File: src/rtl/freq_div_ctrl.sv
// Round-robin arbitrated ratio controller for freq_div_and_switch: grants one requester,
// applies its ratio, then holds off for a settle window. Optional switch counter: FREQ_DIV_CTRL_SWCNT_EN.
module freq_div_ctrl #(
  parameter int NREQ           = 4,
  parameter int DW             = 8,
  parameter int SETTLE_PERIODS = 2
) (
  input  logic                 clk,
  input  logic                 rst,
  input  logic [NREQ-1:0]      req_valid,
  input  logic [NREQ*DW-1:0]   req_div,
  output logic [NREQ-1:0]      req_ready,
  output logic [DW-1:0]        div,
  output logic                 busy,
  output logic [2:0]           owner
`ifdef FREQ_DIV_CTRL_SWCNT_EN
  ,
  output logic [15:0]          sw_cnt
`endif
);

  localparam int PW = (NREQ > 1) ? $clog2(NREQ) : 1;
  localparam int CW = DW + 4;

  typedef enum logic [1:0] {IDLE, APPLY, SETTLE} state_t;

  state_t          state_q, state_d;
  logic [DW-1:0]   div_q, div_d;
  logic [DW-1:0]   nxt_q, nxt_d;
  logic [PW-1:0]   rr_ptr_q, rr_ptr_d;
  logic [2:0]      owner_q, owner_d;
  logic [CW-1:0]   cnt_q, cnt_d;
  logic [CW-1:0]   settle_len;

  logic [PW-1:0]   grant_idx;
  logic            grant_found;
  logic [NREQ-1:0] grant_oh;
  logic            accept;
  logic            changed;

  logic [DW-1:0]   div_arr    [NREQ];
  logic [PW-1:0]   cand_idx   [NREQ];
  logic [NREQ-1:0] cand_valid;

  // Candidate k is the requester k places after rr_ptr, wrapping at NREQ.
  for (genvar gi = 0; gi < NREQ; gi++) begin : g_cand
    logic [PW:0] sum;
    assign div_arr[gi]    = req_div[gi*DW +: DW];
    assign sum            = {1'b0, rr_ptr_q} + (PW+1)'(gi);
    assign cand_idx[gi]   = (sum >= (PW+1)'(NREQ)) ? PW'(sum - (PW+1)'(NREQ)) : PW'(sum);
    assign cand_valid[gi] = req_valid[cand_idx[gi]];
  end

  always_comb begin
    grant_found = 1'b0;
    grant_idx   = '0;
    for (int k = 0; k < NREQ; k++) begin
      if (!grant_found && cand_valid[k]) begin
        grant_found = 1'b1;
        grant_idx   = cand_idx[k];
      end
    end
  end

  always_comb begin
    grant_oh = '0;
    if (grant_found) grant_oh[grant_idx] = 1'b1;
  end

  assign accept     = |(req_valid & req_ready);
  assign changed    = (nxt_q != div_q);
  // Settle window length: whole output periods of the new ratio (period = 2*nxt+2 cycles).
  assign settle_len = CW'(SETTLE_PERIODS) * ((CW'(nxt_q) << 1) + CW'(2));

  // State register
  always_ff @(posedge clk) begin
    if (rst) begin
      state_q  <= IDLE;
      div_q    <= '0;
      nxt_q    <= '0;
      rr_ptr_q <= '0;
      owner_q  <= '0;
      cnt_q    <= '0;
    end else begin
      state_q  <= state_d;
      div_q    <= div_d;
      nxt_q    <= nxt_d;
      rr_ptr_q <= rr_ptr_d;
      owner_q  <= owner_d;
      cnt_q    <= cnt_d;
    end
  end

  // Next-state logic
  always_comb begin
    state_d = state_q;
    case (state_q)
      IDLE:    if (accept) state_d = APPLY;
      APPLY:   state_d = changed ? SETTLE : IDLE;
      SETTLE:  if (cnt_q == '0) state_d = IDLE;
      default: state_d = IDLE;
    endcase
  end

  always_comb begin
    div_d    = div_q;
    nxt_d    = nxt_q;
    rr_ptr_d = rr_ptr_q;
    owner_d  = owner_q;
    cnt_d    = cnt_q;
    case (state_q)
      IDLE: begin
        if (accept) begin
          nxt_d    = div_arr[grant_idx];
          owner_d  = 3'(grant_idx);
          rr_ptr_d = (grant_idx == PW'(NREQ-1)) ? '0 : grant_idx + PW'(1);
        end
      end
      APPLY: begin
        div_d = nxt_q;
        if (changed) cnt_d = settle_len - CW'(1);
      end
      SETTLE: begin
        if (cnt_q != '0) cnt_d = cnt_q - CW'(1);
      end
      default: cnt_d = '0;
    endcase
  end

  // Output logic; ready is suppressed during the reset cycle.
  always_comb begin
    req_ready = '0;
    if (state_q == IDLE && !rst) req_ready = grant_oh;
  end

  assign busy  = (state_q != IDLE);
  assign div   = div_q;
  assign owner = owner_q;

`ifdef FREQ_DIV_CTRL_SWCNT_EN
  logic [15:0] sw_cnt_q, sw_cnt_d;

  always_comb begin
    sw_cnt_d = sw_cnt_q;
    if (state_q == APPLY && changed && sw_cnt_q != 16'hFFFF) sw_cnt_d = sw_cnt_q + 16'd1;
  end

  always_ff @(posedge clk) begin
    if (rst) sw_cnt_q <= '0;
    else     sw_cnt_q <= sw_cnt_d;
  end

  assign sw_cnt = sw_cnt_q;
`endif

endmodule

File: config.mk
export PLATFORM = sky130hd
export DESIGN_NAME = freq_div_ctrl
export DESIGN_NICKNAME = d
export VERILOG_FILES = /design/src/rtl/freq_div_ctrl.sv
export SDC_FILE = /design/constraint.sdc
export NUM_CORES = 1
export LEC_CHECK = 0
export BUFFER_PORTS_ARGS = -buffer_cell sky130_fd_sc_hd__clkbuf_2
export CELL_PAD_IN_SITES_DETAIL_PLACEMENT = 0
export CELL_PAD_IN_SITES_GLOBAL_PLACEMENT = 2
export CORE_ASPECT_RATIO = 0.9
export CORE_MARGIN = 5
export CORE_UTILIZATION = 31
export DETAILED_ROUTE_END_ITERATION = 8
export GPL_TIMING_DRIVEN = 0
export PLACE_DENSITY = 0.85
export REMOVE_ABC_BUFFERS = 1
export SYNTH_ARGS = -nofsm -noshare
export SYNTH_HDL_FRONTEND = slang
export SYNTH_SLANG_ARGS = --single-unit
File: constraint.sdc
create_clock -name clk -period 3.55 [get_ports clk]
set_clock_uncertainty 0.15 [all_clocks]
set_input_delay 0.355 -clock clk [delete_from_list [all_inputs] [get_ports clk]]
set_output_delay 0.355 -clock clk [all_outputs]
set_load 0.02 [all_outputs]
==> reports/qor.txt <==
status = finished clean
residual DRC count = 0
fin. max-slew vios = 0
reg2reg path depth = 9
NetSw = 0.000820 W
final hold violations = 0
Sequential Power Share = 30.5%
Logic pwr share = 52.3%
busiest grt layer = met2
Power, Total = 0.00176 W
Synth Register Bits = 34
Setup crit start = rr_ptr_q[1]
Int Pwr = 0.000939 W
Net Sw Frac = 46.6%
drt via density = 5.28
Clock Sinks = 34
Startpoint Class = flip-flop
worst rel slew slack = 26.4%
GRT Total Usage = 13.5%
maximum buffer depth of the clock tree = 2
Post-Syn Instances = 333
via count = 2464
Tcrit/Tclk final = 91.6%
yosys warns = 0
Mapped Area = 0.00250 mm²
largest net degree at the start of global routing = 37
Critical Path Fanout Max = 19
share of layout cells above drive strength 1 = 19.6%
Area growth syn-to-layout = 14.4%
EDFF count, synth = 0
Period minus WS final = 3250 ps
commonest non-fill, non-tap cell in the layout = clkbuf_2
Seq/Total Area, Yosys = 27.2%
Inserted Diodes = 0
worst flop-to-flop path startpoint = rr_ptr_q[1]
Max Freq = 308 MHz
number of port buffers = 52
met3 Usage GRT = 2.30%
most frequent cells in the layout = 52 x clkbuf_2, 48 x nand2_1, 34 x dfxtp_1
met2 Resource Use GR = 23.9%
RSZ-0062 raised after global routing = no
RePlAce Congestion = 0.844
Post-CTS Hold Fix Bufs = 0
core area = 0.00795 mm²
DRT Pass-1 Iters = 4
Max VDD drop = 279 µV
clk_lat worst skew = 280 ps
Initial Utilization = 31.4%
Synth Flop Type = dfxtp_1
CTS Root Cell = clkbuf_8
first-pass GRT wire length = 11200 µm
Clock Power Share = 17.2%
Largest stage delay, worst path = 440 ps
Antenna Nets Post-Route = 0
Leakage = 1.17 nW
number of buffers created by CTS = 5
Worst Setup Path Type = flip-flop to flip-flop
CTS tree = done
crit-path cells = nand2_1 > a221o_1 > nand2_1 > inv_2 > ha_1 > a211o_1 > o21ai_4 > a311o_1 > a21oi_1
pwr dens = 615 mW/mm²
total routed wirelength = 6870 µm
Min-Delay Path Depth = 4
met1 usage = 17.5%
H-Tree Depth = 2
hold wc startpoint = req_div[26]
Die Y = 95.2 µm
final net count = 412
die width = 105 µm
FFs w/ async S/R, synth = 0%
die area = 0.00996 mm²
worst slew pin tran = 1100 ps
CP endpoint kind = flip-flop
antenna violations before repair = 0
drt wl/cell = 14.7 µm
# setup viols final = 0
Synth Area per Inst = 7.50 µm²
DR iter-0 viols = 108
WP data required = 3540 ps
slowest cell on the critical path = nand2_1
Crit path arrival time = 3240 ps
post-detail-place hpwl = 5060 µm
maxcap violations = 0
Unique masters post-synth = 55
clock-pin slew on the worst setup and hold paths = 70 ps
FP Rows = 31
WHS = 300 ps
path type of the worst min-delay path = input port to flip-flop
global route overflow = 0
I/O pin cnt = 54
cell repeated most along the worst path = nand2_1
number of global-route vias before repair = 2321
layout make-up:
class	instances	area (µm²)
fillers	856	5090
multi-input cells	262	1660
flip-flops and latches	34	681
repair buffers	52	260
well taps	99	124
clock buffers	7	86.3
inverters	12	45.0
clock inverters	1	5.00
metrics by stage:
stage	TNS (ps)	area (µm²)	utilization (%)	setup slack, ps	instances
finish	0	2860	36.0	299	467
global placement	-2830	2760	34.7	-318	459
detailed placement	-2930	2760	34.7	-329	459
CTS	0	2850	35.9	122	467
floorplan	0	2370	-	537	308
global route	0	2860	36.0	1.80	467
state kept, by name, indices dropped and copies added, names as in the netlist:
signal / flops
rr_ptr_q: 2
cnt_q: 12
owner: 2
div: 8
state_q: 2
nxt_q: 8
final timing paths:
path,slack (ps),end
max,300,nxt_q[6]
min,300,nxt_q[2]
max reg2reg,300,nxt_q[6]
min reg2reg,330,cnt_q[5]
critical path, delay by kind of cell, from the launching register on:
family,cells,cell delay [ps]
and+or+nand+nor,2,540
DFF,1,410
buffers and inverters,1,270
AOI/OAI and AO/OA,5,1460
adders and majority gates,1,280
synth_stat cells (3+ instances only):
cell type	count	share of area, %
nand2_1	48	7.2
dfxtp_1	34	27
a21oi_1	33	6.6
nor2_1	25	3.8
clkbuf_1	13	2.0
nand3_1	12	2.4
a211oi_1	10	3.0
a21boi_0	10	3.0
inv_1	10	1.5
mux2i_1	10	4.0
xnor2_1	10	3.5
xor2_1	10	3.5
a311o_1	8	3.2
ha_1	7	3.5
nor3_1	7	1.4
nor4_1	7	1.8
o21ai_1	6	1.2
buf_2	5	1.0
o21ai_0	5	1.0
a31oi_1	4	1.0
nand2b_1	4	1.0
o21bai_1	4	1.2
and2_1	3	0.75
buf_1	3	0.45
buf_6	3	1.4
o22ai_1	3	0.75
layer usage:
layer / wire (µm) / up-vias / share of wire [%]
met5: 0 / - / 0
met4: 34 / 0 / 0.49
met3: 238 / 4 / 3.5
met2: 3260 / 39 / 47
met1: 3340 / 1161 / 49
li1: - / 1260 / -
cell families (layout without fill, tap and decap cells):
family | Yosys count | count (layout) | share of synthesized area, %
flip-flops | 34 | 34 | 27.2
multiplexers | 11 | 11 | 4.46
adder cells (fa/ha/maj) | 7 | 7 | 3.51
AND/OR/NAND/NOR | 124 | 124 | 23.8
buffers and inverters | 37 | 72 | 6.86
XOR/XNOR | 20 | 20 | 7.01
other | 1 | 1 | 0.150
AO/OA/AOI/OAI | 99 | 99 | 27.0
what timing repair did:
item                                    in CTS  in global routing
resized for setup                            1                  1
endpoints found under the setup margin      10                 10
buffers inserted                             0                  0
hold endpoints to repair                     0                  0
pin swaps                                    0                  0
power groups by stage:
stage / Sequential [W] / Combinational, W / Clock, W
after detailed placement: 0.000545 / 0.000908 / 0
final: 0.000537 / 0.000920 / 0.000302
after global routing: 0.000548 / 0.00103 / 0.000323
after floorplan: 0.000535 / 0.000651 / 0
after global placement: 0.000541 / 0.000911 / 0
after CTS: 0.000536 / 0.000917 / 0.000312
No activity file was read; power rests on OpenSTA's default activity.
